`src/rtl/fiber_frame_mux_v2.sv`:
```
// fiber_frame_mux_v2
// N-channel AXI-Stream frame multiplexer in front of the Aurora 64B66B TX FIFO.
// Whole frames are granted round-robin, each gets a one-beat header, frames
// longer than MAX_BEATS payload beats are cut (remainder drained) and counted.
//
// Handshake: a beat moves on any interface only on a rising fiber_clk edge where
// tvalid and tready are both high; a producer holds tvalid and its data stable
// until that happens, and tready may depend combinationally on the consumer's
// registered state (here s_tready follows m_tready through the load condition).
module fiber_frame_mux_v2 #(
  parameter int          N_CH      = 2,
  parameter int          MAX_BEATS = 1024,
  parameter logic [15:0] SYNC_WORD = 16'hEB90
) (
  input  logic               fiber_clk,
  input  logic               aresetn,
  input  logic               enable,
  input  logic [7:0]         wave_code,
  input  logic [64*N_CH-1:0] s_tdata,
  input  logic [N_CH-1:0]    s_tvalid,
  input  logic [N_CH-1:0]    s_tlast,
  output logic [N_CH-1:0]    s_tready,
  output logic [63:0]        m_tdata,
  output logic               m_tvalid,
  output logic [7:0]         m_tkeep,
  output logic               m_tlast,
  input  logic               m_tready,
  output logic [2:0]         cur_ch,
  output logic               busy,
  output logic [15:0]        frame_cnt,
  output logic [15:0]        trunc_cnt
);

  typedef enum logic [1:0] {IDLE, HDR, DATA, DROP} state_t;

  state_t      state;
  logic [2:0]  rr_ptr;
  logic [7:0]  wave_q;
  logic [15:0] bc;
  logic [15:0] seq_cnt [N_CH];

  logic        ld;
  logic [63:0] sel_data;
  logic        sel_valid;
  logic        sel_last;
  logic [15:0] sel_seq;
  logic        gnt_found;
  logic [2:0]  gnt_ch;
  logic        at_max;
  logic        frame_done;
  logic [63:0] hdr_word;

  // The output register can take a new beat when it is empty or being drained.
  assign ld       = ~m_tvalid | m_tready;
  assign m_tkeep  = 8'hFF;
  assign busy     = (state != IDLE);
  assign at_max   = (bc == 16'(MAX_BEATS - 1));
  assign hdr_word = {SYNC_WORD, 5'b0, cur_ch, wave_q, frame_cnt, sel_seq};

  // A data beat in DATA either carries s_tlast or hits the length limit: the
  // frame is complete from the output's point of view either way.
  assign frame_done = (state == DATA) & ld & sel_valid & (sel_last | at_max);

  // Route the granted channel's stream and sequence counter to the datapath.
  always_comb begin
    sel_data  = '0;
    sel_valid = 1'b0;
    sel_last  = 1'b0;
    sel_seq   = '0;
    for (int k = 0; k < N_CH; k++) begin
      if (cur_ch == 3'(k)) begin
        sel_data  = s_tdata[64*k +: 64];
        sel_valid = s_tvalid[k];
        sel_last  = s_tlast[k];
        sel_seq   = seq_cnt[k];
      end
    end
  end

  // Round-robin pick: first requester strictly after rr_ptr in cyclic order.
  always_comb begin
    gnt_found = 1'b0;
    gnt_ch    = '0;
    for (int i = 1; i <= N_CH; i++) begin
      for (int k = 0; k < N_CH; k++) begin
        if (!gnt_found && s_tvalid[k] && (((int'(rr_ptr) + i) % N_CH) == k)) begin
          gnt_found = 1'b1;
          gnt_ch    = 3'(k);
        end
      end
    end
  end

  // Only the granted channel is ever ready; DROP swallows beats unconditionally.
  always_comb begin
    s_tready = '0;
    for (int k = 0; k < N_CH; k++) begin
      if (cur_ch == 3'(k)) begin
        if (state == DATA) s_tready[k] = ld;
        else if (state == DROP) s_tready[k] = 1'b1;
      end
    end
  end

  // Frame FSM, output register and all counters.
  always_ff @(posedge fiber_clk or negedge aresetn) begin
    if (!aresetn) begin
      state     <= IDLE;
      cur_ch    <= '0;
      rr_ptr    <= 3'(N_CH - 1);
      wave_q    <= '0;
      bc        <= '0;
      m_tdata   <= '0;
      m_tvalid  <= 1'b0;
      m_tlast   <= 1'b0;
      frame_cnt <= '0;
      trunc_cnt <= '0;
      for (int k = 0; k < N_CH; k++) seq_cnt[k] <= '0;
    end else begin
      case (state)
        IDLE: begin
          if (ld) begin
            m_tvalid <= 1'b0;
            m_tlast  <= 1'b0;
          end
          if (enable && gnt_found) begin
            cur_ch <= gnt_ch;
            wave_q <= wave_code;
            state  <= HDR;
          end
        end
        HDR: begin
          if (ld) begin
            m_tdata  <= hdr_word;
            m_tvalid <= 1'b1;
            m_tlast  <= 1'b0;
            bc       <= '0;
            state    <= DATA;
          end
        end
        DATA: begin
          if (ld) begin
            if (sel_valid) begin
              m_tdata  <= sel_data;
              m_tvalid <= 1'b1;
              bc       <= bc + 16'd1;
              if (sel_last) begin
                m_tlast <= 1'b1;
                state   <= IDLE;
              end else if (at_max) begin
                m_tlast <= 1'b1;
                state   <= DROP;
                if (trunc_cnt != 16'hFFFF) trunc_cnt <= trunc_cnt + 16'd1;
              end else begin
                m_tlast <= 1'b0;
              end
            end else begin
              m_tvalid <= 1'b0;
              m_tlast  <= 1'b0;
            end
          end
        end
        DROP: begin
          if (ld) begin
            m_tvalid <= 1'b0;
            m_tlast  <= 1'b0;
          end
          if (sel_valid && sel_last) state <= IDLE;
        end
        default: state <= IDLE;
      endcase

      if (frame_done) begin
        rr_ptr    <= cur_ch;
        frame_cnt <= frame_cnt + 16'd1;
        for (int k = 0; k < N_CH; k++) begin
          if (cur_ch == 3'(k)) seq_cnt[k] <= seq_cnt[k] + 16'd1;
        end
      end
    end
  end

endmodule
```
`config.mk`:
```
export PLATFORM = sky130hd
export DESIGN_NAME = fiber_frame_mux_v2
export DESIGN_NICKNAME = d
export VERILOG_FILES = /design/src/rtl/fiber_frame_mux_v2.sv
export SDC_FILE = /design/constraint.sdc
export NUM_CORES = 1
export LEC_CHECK = 0
export ABC_AREA = 1
export CAP_MARGIN = 20
export CORE_ASPECT_RATIO = 0.6
export CORE_MARGIN = 8
export CORE_UTILIZATION = 40
export CTS_CLUSTER_DIAMETER = 120
export DETAILED_ROUTE_END_ITERATION = 10
export GPL_ROUTABILITY_DRIVEN = 0
export PLACE_DENSITY = 0.64
export REMOVE_ABC_BUFFERS = 1
export SKIP_CTS_REPAIR_TIMING = 1
export SLEW_MARGIN = 20
export SYNTH_ARGS = -nofsm -noshare
export SYNTH_HDL_FRONTEND = slang
export SYNTH_SLANG_ARGS = --single-unit
export TNS_END_PERCENT = 5
```
`constraint.sdc`:
```
create_clock -name fiber_clk -period 3.21 [get_ports fiber_clk]
set_clock_uncertainty 0.2 [all_clocks]
set_input_delay 0.4815 -clock fiber_clk [delete_from_list [all_inputs] [get_ports fiber_clk]]
set_output_delay 0.4815 -clock fiber_clk [all_outputs]
set_load 0.05 [all_outputs]
```
Word-level counts from Yosys, hierarchy flattened:

Index checks and enable logic that the tools add are counted.

* add/subtract/negate cells: 7
* $mul: 0
* divide/modulo/power cells: 0
* order comparisons: 0
* equality and inequality tests: 16
* shifts and indexed selects: 0
* mux-type cells: 45
* bitwise operators: 9
* reductions and logical operators: 28

Operator list (count)
* 64-bit two-way mux: 5
* 64-bit case mux with 2 select lines: 1
* 16-bit by 1-bit adder with 16-bit output (second input constant): 5
* 16-bit two-way mux: 5
* 32-bit zero test: 2
* 16-bit case mux with 2 select lines: 1
* 1-bit two-way mux: 21
* 16-bit by 10-bit equality test with 1-bit output (second input constant): 1
* 16-bit != test (second input constant): 1
* 2-bit two-way mux: 7
* 6-bit AND reduction: 2
* 1-bit logical AND: 9
* 2-bit equality test (second input constant): 4
* 2-bit != test (second input constant): 4
* 2-bit case mux with 4 select lines: 1
* 2-bit AND reduction: 4
* 3-bit two-way mux: 2
* 2-bit by 1-bit != test with 1-bit output (second input constant): 3
* 4-bit AND reduction: 1
* 2-bit nonzero test: 2
* 1-bit AND: 3
* 3-bit by 1-bit equality test with 1-bit output (second input constant): 1
* 1-bit zero test: 3
* 3-bit zero test: 1
* 12 further kinds: 16

* register bits: 160
* latch bits: 0
* memory bits (writable): 0
* bits in read-only memories: 0
* bits of input ports: 144
* output and inout port bits: 112
* word-level logic and storage cells: 117
* memories: 0

Logic depth before layout (Yosys ltp):

Gate-level depths: netlist (run 1).

* depth in word-level cells: 20
* mapped depth: 11
* mapped depth without buffers: 10

Worst setup path after synthesis (run 1):

OpenSTA, ideal clock, no wires.

* path type: register to output
* start: reg state[0]
* end: out s_tready[0]
* arrival time: 2058 ps
* data required time: 2528 ps
* setup slack: 471 ps
* stages on the path, launching flop included: 9
* buffers on the path: 3
* cells stage by stage: dfrtp_1 -> inv_1 -> ha_1 -> buf_2 -> inv_1 -> buf_2 -> buf_1 -> a21oi_1 -> nor2_1

* longest elaborated chain between the ends: 4
* elaborated cells between the ends (all ways): 5
* those cells by class: eq/ne (2); mux (3)

Ends and longest elaborated chain
* start, declared: line 36 `state_t state;`
* start signal, assigned: line 108 `state <= IDLE;`
* start signal, assigned: line 129 `state <= HDR;`
* start signal, assigned: line 138 `state <= DATA;`
* 2-bit equality test: line 100 `else if (state == DROP) s_tready[k] = 1'b1;`
* 1-bit two-way mux: line 100
* 1-bit two-way mux (*): line 99 `if (state == DATA) s_tready[k] = ld;`
* 1-bit two-way mux (*): line 98 `if (cur_ch == 3'(k)) begin`
* end, declared: line 22 `output logic [N_CH-1:0] s_tready,`

Every way passes the cells marked *; elsewhere a longest branch is shown, timed or not.

Final worst setup path (run 1):

* start: reg state[0]
* end: out s_tready[1]

The elaborated chain is that of the path after synthesis.

==> results of run 1 <==
where the power goes:
part           total [mW]  internal (mW)  switching (mW)
logic                5.18           1.64            3.55
registers            2.96           2.53           0.431
clock network        2.17           1.32           0.845
per-layer routing:
| layer | up-vias | global-route usage (%) | part of all wire [%] |
|---|---|---|---|
| li1 | 4615 | - | - |
| met1 | 4316 | 31.3 | 49 |
| met2 | 328 | 30.9 | 41 |
| met3 | 22 | 6.31 | 8.6 |
| met4 | 0 | 4.51 | 1.1 |
| met5 | - | 0 | 0 |
flip-flops by register name, summed over array words and instances (netlist names):
name,flops
bc,16
cur_ch,1
frame_cnt,16
m_tdata,64
m_tlast,1
m_tvalid,1
rr_ptr,1
seq_cnt,32
state,2
trunc_cnt,16
wave_q,8
logic make-up after synthesis:
group	count (synthesis)	share of synthesized area (%)
and+or+nand+nor	763	34.0
DFF	158	42.5
AOI/OAI and AO/OA	157	8.86
buffers and inverters	144	7.11
xor gates and xnor gates	37	3.48
muxes	23	2.58
adders and majority gates	10	1.34
other	2	0.0807
worst reg2reg max path, cell delays in order (launching register included):
cell and delay [ns]:
dfrtp_1 0.42, inv_1 0.15, ha_2 0.46, nand2_1 0.14, and2b_1 0.44, nand2_1 0.16
nand2_4 0.48, o21ai_0 0.20
cell usage in the layout (no fill, tap or decap), drive strengths merged, types with 13 or more instances in the layout:
| cell type | count |
|---|---|
| xnor2 | 13 |
| dfrtp | 157 |
| nand2 | 427 |
| xor2 | 24 |
| clkbuf | 21 |
| clkdlybuf4s50 | 242 |
| buf | 18 |
| a21oi | 30 |
| nand3 | 112 |
| inv | 74 |
| nor2 | 185 |
| o21ai | 99 |
| mux2i | 15 |
| a31oi | 19 |
| nand4 | 34 |
final cells by class:
class                      instances  area [sq um]  share of cell area [%]
multi-input combinational       1000          4730                    37.6
sequential                       158          3960                    31.5
timing repair buffer             261          2610                    20.7
clock buffer                      21           450                    3.58
tap                              315           394                    3.13
inverter                          73           274                    2.18
clock inverter                    11           164                    1.30
path summary, 6_finish.rpt:
path	start	end	slack, ns
max	state[0]	s_tready[1]	0.39
min	m_tdata[1]	m_tdata[1]	0.28
max reg2reg	state[0]	frame_cnt[11]	0.41
min reg2reg	m_tdata[1]	m_tdata[1]	0.28
max in group asynchronous	aresetn	rr_ptr[0]	1.66
min in group asynchronous	aresetn	m_tdata[56]	0.41
==> impl_metrics.toml, run 1 <==
[outcome]
status = "finished clean"

[finish]
layout.nets = 1665
area_delta_synth_final_pct = 35.1
nFillCells = 2231
design_area_sq_um = 12600
fin_cells = 1839
n_antenna_cell = 0
utilization_pct = 54.7
drive_gt1_share_pct = 4.99

[global_routing]
grt_pass1_vias = 8768
antenna_found_initial = 0
overflow = 0
grt_pass1_wl_mm = 49.2
grt.total_usage_pct = 21.5
grt_max_degree = 101

[critical_path]
required_ns = 2.53
cp_num_buf_inv = 3
critPathMaxStageDelay_ns = 0.46
crit_path_top_delay_cell = "ha_2"
path_max_fanout = 17
critPathArrivalTime_ns = 2.13
endpoint_kind = "output pin"
r2r_cells = 7
path_delay_family = "buffers and inverters"
cp_cell_sequence = "inv_1 -> ha_2 -> inv_2 -> a21oi_1 -> nor2_1 -> buf_4"
worstSetupPathType = "flip-flop to output pin"
startpoint_type = "flip-flop"
cp_num_cells = 6

[synth]
yosysTopAreaCellShare_pct = 42.2
synth_common_cells = "422 x nand2_1, 182 x nor2_1, 157 x dfrtp_1, 108 x nand3_1, 91 x o21ai_0"
ys_ff_latch = 158
synth_area_leader_cell = "dfrtp_1"
ys_seq_area_share_pct = 42.5
yosys.cell_types.count = 35
synth-async-reset-ratio_pct = 100
synth-edff-count = 0
syn_area_sq_um = 9310
yosys_warnings = 0
synth_most_common_cell = "nand2_1"
syn_avg_cell_area_sq_um = 7.19
synthFlopType = "dfrtp_1"
synth_area_leaders = "dfrtp_1 42%, nand2_1 17%, nor2_1 7.3%"
syn_inst = 1294

[sta]
drv_slew = 0
hold_viol = 0
setup_slack_ns = 0.394
fin_crit_sh_pct = 87.7
fin_hold_ws_ns = 0.284
rsz0062_at_grt = "no"
final.setup.tns_ns = 0
setup_viol = 0
fmax_mhz = 355
max_slew_margin_pct = 52.6
tightest_slew_ns = 0.711
finalCriticalPeriod_ns = 2.82

[floorplanning]
fp.dieW_um = 213
rows = 43
num_io_pins = 256
initial_core_util_pct = 40.5
coreArea_sq_um = 23000
dieArea_sq_um = 28600
die_height_um = 134

[clock_network]
h-tree-depth = 4
clk_latency_ns = 0.43
cts_made_buffers = 17
cts.sinks = 158
clk_pin_slew_worst_paths_ns = 0.06
cts_tree = "yes"
root_buffer = "clkbuf_16"
clock_path_buffers = 2

[detailed_routing]
vias = 9281
wl_per_cell_um = 16.7
ant_nets = 0
drt-total-wl_mm = 30.7
drc = 0
via_per_inst = 5.05
drt_iter0_markers = 784
dr.pass1.iters = 6

[hold_path]
worstHoldPathType = "flip-flop to flip-flop"
min_delay_path_depth = 2

[pwr]
peakVddDrop_v = 0.000483
power.density_nw_per_um2 = 820
fin_total_pwr_mw = 10.3
p_leak_nw = 5.69

[placed_design]
dp_hpwl_mm = 22.3
dp.cells = 1806
dpl_cell_area_sq_um = 12000
port_buffers = 245
pre_cts_ws_ns = 0.387

[job]
cap_violations = 0
No activity file was read; power rests on OpenSTA's default activity.
==> run 2, diff against run 1 <==
--- a/config.mk
+++ b/config.mk
@@ -13,6 +13,7 @@
 export CTS_CLUSTER_DIAMETER = 120
 export DETAILED_ROUTE_END_ITERATION = 10
 export GPL_ROUTABILITY_DRIVEN = 0
+export GPL_TIMING_DRIVEN = 0
 export PLACE_DENSITY = 0.64
 export REMOVE_ABC_BUFFERS = 1
 export SKIP_CTS_REPAIR_TIMING = 1
==> run 2 against run 1 <==
Effect of this change:
- register-to-register slack got worse by 0.21 ns
- clock power increased by 2%
- routed wire length up 1.2%
- flip-flop and latch count unchanged
- critical path depth rose by 1
- cell area increased by 0.97%
- utilization up 0.53 points
- non-clock buffer count fell by 5
- sequential power about the same
- combinational power increased by 4.4%
- largest cell class unchanged
==> impl_metrics.toml, run 2 (same netlist as run 1, synthesis figures left out) <==
[finish]
layout.nets = 1660
drive_gt1_share_pct = 4.67
top_regs = "m_tdata: 64 flops, seq_cnt: 32 flops"
final_common_cell = "nand2_1"
largest_register_ffs = 64
nFillCells = 2186
fin_cells = 1834
n_antenna_cell = 0
area_delta_synth_final_pct = 36.5
mostFrequentLayoutCells = "421 x nand2_1, 242 x clkdlybuf4s50_1, 181 x nor2_1"
regMostFlops = "m_tdata"

[clock_network]
clk_latency_ns = 0.43
cts_tree = "yes"
root_buffer = "clkbuf_16"
h-tree-depth = 4
clk_pin_slew_worst_paths_ns = 0.06
cts_made_buffers = 17
clock_path_buffers = 2
cts.sinks = 158

[hold_path]
hold_start = "m_tdata[29]"
min_delay_path_depth = 2
holdPathEnd = "m_tdata[29]"
worstHoldPathType = "flip-flop to flip-flop"

[outcome]
status = "finished clean"

[placed_design]
dp_hpwl_mm = 22.0
dp.cells = 1797
pre_cts_ws_ns = -0.399
port_buffers = 245

[global_routing]
antenna_found_initial = 0
overflow = 0
grt_pass1_vias = 8705
grt.total_usage_pct = 21.0
grt_pass1_wl_mm = 47.9
grt_max_degree = 93

[critical_path]
r2r-start = "state[0]"
cp_cell_sequence = "inv_1 -> ha_4 -> inv_4 -> buf_12 -> a21oi_1 -> nor2_1 -> dlymetal6s2s_1"
regToRegEndpoint = "bc[9]"
crit_path_top_delay_cell = "dlymetal6s2s_1"
path_delay_family = "buffers and inverters"
path_max_fanout = 27
startpoint_type = "flip-flop"
critPathArrivalTime_ns = 2.41
cp_num_buf_inv = 4
r2r_cells = 11
critPathMaxStageDelay_ns = 0.44
required_ns = 2.53
rrSetupSlack_ns = 0.20
worstSetupPathType = "flip-flop to output pin"
endpoint_kind = "output pin"

[detailed_routing]
drc = 0
dr.pass1.iters = 5
met1_length_mm = 15.3
dr_wl_met3_mm = 2.52
via_per_inst = 5.03
dr_wl_met2_mm = 13.0
wl_per_cell_um = 17.0
vias = 9219
drt-total-wl_mm = 31.1
ant_nets = 0
drt_iter0_markers = 716
top_layer_used = "met4"

[sta]
max_slew_margin_pct = 41.6
hold_viol = 0
fmax_mhz = 324
setup_viol = 0
finalCriticalPeriod_ns = 3.09
setup_slack_ns = 0.120
tightest_slew_ns = 0.874
rsz0062_at_grt = "no"
fin_crit_sh_pct = 96.3
drv_slew = 0

[floorplanning]
die_height_um = 134
num_io_pins = 256
dieArea_sq_um = 28600
fp.dieW_um = 213
rows = 43
initial_core_util_pct = 40.5
coreArea_sq_um = 23000

[job]
cap_violations = 0

[pwr]
p_leak_nw = 5.75
power.density_nw_per_um2 = 831
peakVddDrop_v = 0.000396
run 2: per-stage QoR:
stage | power, mW | util, % | hold WS (ns) | TNS [ns] | instance area [sq um]
final | 10.6 | 55.3 | 0.283 | 0 | 12700
after CTS | 10.5 | 54.8 | -0.189 | -27.28 | 12600
after detailed placement | 8.25 | 52.0 | 0.267 | -24.78 | 12000
after global routing | 11.1 | 55.3 | 0.301 | 0 | 12700
after floorplan | 6.18 | - | -0.0141 | -343.97 | 8950
after global placement | 8.14 | 51.3 | 0.262 | -1639.21 | 11800
run 2: power by group:
part	internal (mW)	switching, mW
sequential	2.53	0.407
clock	1.36	0.844
combinational	1.74	3.68
run 2: how the worst max path moves through the flow:
stage	start	end	slack (ns)	depth (start not counted)
after floorplan	cur_ch[0]	bc[9]	-3.14	9
after global placement	cur_ch[0]	bc[9]	-6.87	9
after detailed placement	cur_ch[0]	bc[9]	-0.40	11
after CTS	state[0]	s_tready[0]	-0.60	7
after global routing	state[0]	s_tready[0]	0.007	7
final	state[0]	s_tready[0]	0.12	7
run 2: tightest hold or removal path: cells and delay by family (launching register included):
| family | cells | cell delay [ns] |
|---|---|---|
| AO/OA/AOI/OAI | 1 | 0.06 |
| AND/OR/NAND/NOR | 1 | 0.05 |
| flip-flops | 1 | 0.34 |
run 2: layout make-up:
class,instances,area [sq um],share of cell area [%]
clock buffers,22,474,3.73
well taps,315,394,3.10
flip-flops and latches,158,3960,31.2
repair buffers,256,2670,21.0
inverters,73,292,2.30
multi-input cells,1000,4750,37.4
clock inverters,10,159,1.25
run 2: routing by layer:
metal | global-route usage [%] | vias up
met5 | 0 | -
met4 | 4.43 | 0
met3 | 5.94 | 25
met2 | 30.8 | 298
met1 | 30.2 | 4294
li1 | - | 4602
==> run 3, diff against run 2 <==
--- a/config.mk
+++ b/config.mk
@@ -6,15 +6,16 @@
 export NUM_CORES = 1
 export LEC_CHECK = 0
 export ABC_AREA = 1
+export ABC_CLOCK_PERIOD_IN_PS = 3210
 export CAP_MARGIN = 20
 export CORE_ASPECT_RATIO = 0.6
-export CORE_MARGIN = 8
+export CORE_MARGIN = 4
 export CORE_UTILIZATION = 40
 export CTS_CLUSTER_DIAMETER = 120
 export DETAILED_ROUTE_END_ITERATION = 10
 export GPL_ROUTABILITY_DRIVEN = 0
 export GPL_TIMING_DRIVEN = 0
-export PLACE_DENSITY = 0.64
+export PLACE_DENSITY = 0.69
 export REMOVE_ABC_BUFFERS = 1
 export SKIP_CTS_REPAIR_TIMING = 1
 export SLEW_MARGIN = 20
==> run 3 against run 2 <==
Effect of this change:
- cell count is 0.38% lower
- non-clock buffer count did not move
- critical path type unchanged
- flip-flop and latch count did not move
- cell area shrank 0.55%
- highest routed layer unchanged
==> impl_metrics.toml, run 3 (same netlist as run 1, synthesis figures left out) <==
[critical_path]
rrSetupSlack_ns = 0.23
r2r_cells = 11
endpoint_kind = "output pin"
crit_path_top_delay_cell = "dfrtp_1"
startpoint_type = "flip-flop"
cp-startpoint = "state[0]"
r2r-start = "cur_ch[0]"
path_max_fanout = 31
required_ns = 2.53
critPathMaxStageDelay_ns = 0.42
worstSetupPathType = "flip-flop to output pin"
cp_cell_sequence = "inv_1 -> ha_4 -> buf_12 -> inv_4 -> a21oi_1 -> nor2_1 -> clkbuf_2"
regToRegEndpoint = "bc[9]"
critPathArrivalTime_ns = 2.36
crit_end = "s_tready[0]"

[finish]
regMostFlops = "m_tdata"
mostFrequentLayoutCells = "421 x nand2_1, 242 x clkdlybuf4s50_1, 181 x nor2_1"
area_delta_synth_final_pct = 35.7
final_common_cell = "nand2_1"
utilization_pct = 56.3
layout.nets = 1660
top_regs = "m_tdata: 64 flops, seq_cnt: 32 flops"
drive_gt1_share_pct = 4.67
largest_register_ffs = 64
n_antenna_cell = 0

[detailed_routing]
wl_per_cell_um = 16.5
drt_iter0_markers = 794
via_per_inst = 5.10
ant_nets = 0
vias = 9318
drt-total-wl_mm = 30.2
drc = 0
dr.pass1.iters = 6

[placed_design]
pre_cts_ws_ns = -0.489
port_buffers = 245
dp_hpwl_mm = 20.8

[hold_path]
worstHoldPathType = "flip-flop to flip-flop"

[global_routing]
grt_max_degree = 93
grtUsageMet2_pct = 33.2
overflow = 0
busiest_layer = "met2"
grt_pass1_vias = 8719
antenna_found_initial = 0
grt.total_usage_pct = 22.3
use_met1_pct = 33.1
grt_pass1_wl_mm = 46.7
gr-usage-met3_pct = 6.27

[sta]
max_slew_margin_pct = 45.8
fmax_mhz = 329
drv_slew = 0
finalCriticalPeriod_ns = 3.04
setup_viol = 0
fin_crit_sh_pct = 94.8
tightest_slew_ns = 0.811
rsz0062_at_grt = "no"
final.setup.tns_ns = 0
fin_hold_ws_ns = 0.281
hold_viol = 0
setup_slack_ns = 0.167

[floorplanning]
rows = 42
initial_core_util_pct = 41.5
coreArea_sq_um = 22400
die_height_um = 126
dieArea_sq_um = 25900
fp.dieW_um = 205
num_io_pins = 256

[pwr]
switching_share_pct = 47.4
combPwrFrac_pct = 52.2
power.switching_mw = 4.89
p_leak_nw = 5.69
seqPwrFrac_pct = 28.4
peakVddDrop_v = 0.000465
clkPwrFrac_pct = 19.4
power.internal_mw = 5.44
power.density_nw_per_um2 = 818

[job]
cap_violations = 0

[clock_network]
cts_tree = "yes"
cts.sinks = 158
root_buffer = "clkbuf_16"
clk_pin_slew_worst_paths_ns = 0.07
h-tree-depth = 4
cts_made_buffers = 17
clock_path_buffers = 2
clk_latency_ns = 0.42

[outcome]
status = "finished clean"
-- run 3: power by group through the flow --
stage          registers, mW  logic [mW]  clock network [mW]
2_1_floorplan           4.43        1.75                   0
3_3_place_gp            3.11        4.95                   0
3_5_place_dp            3.05        5.18                   0
4_1_cts                 3.02        5.19                2.05
5_1_grt                 3.01        5.79                2.13
6_report                2.94        5.40                2.00
-- run 3: stage by stage --
stage               area, sq um  instances  power, mW
detailed placement        12000       1790       8.22
finish                    12600       1827       10.3
CTS                       12500       1822       10.3
global route              12600       1827       10.9
floorplan                  8950       1231       6.18
global placement          11800       1784       8.07
-- run 3: final cells by class --
class / count / area (sq um)
Clock buffer: 22 / 454
Multi-Input combinational cell: 1000 / 4750
Sequential cell: 158 / 3960
Inverter: 73 / 294
Timing Repair Buffer: 256 / 2670
Tap cell: 308 / 385
Clock inverter: 10 / 115
Fill cell: 2169 / 9810
-- run 3: layer usage --
layer  routed length (um)  up-vias  part of all wire, %
met1                14600     4363                   48
met4                  235        0                 0.78
met2                12800      334                   42
li1                     -     4598                    -
met5                    0        -                    0
met3                 2580       23                  8.5
-- run 3: how the worst min path moves through the flow --
stage	start	cells after the start	end
floorplan	aresetn	0	bc[0]
global placement	m_tdata[12]	2	m_tdata[12]
detailed placement	m_tdata[0]	2	m_tdata[0]
CTS	aresetn	1	state[1]
global route	m_tdata[30]	2	m_tdata[30]
finish	m_tdata[12]	2	m_tdata[12]
-- run 3: worst max-delay path, delay by kind of cell, from the launching register on --
| kind | cells | cell delay, ns |
|---|---|---|
| adders and majority gates | 1 | 0.34 |
| and+or+nand+nor | 1 | 0.07 |
| AOI/OAI and AO/OA | 1 | 0.24 |
| buffers and inverters | 4 | 0.82 |
| DFF | 1 | 0.42 |
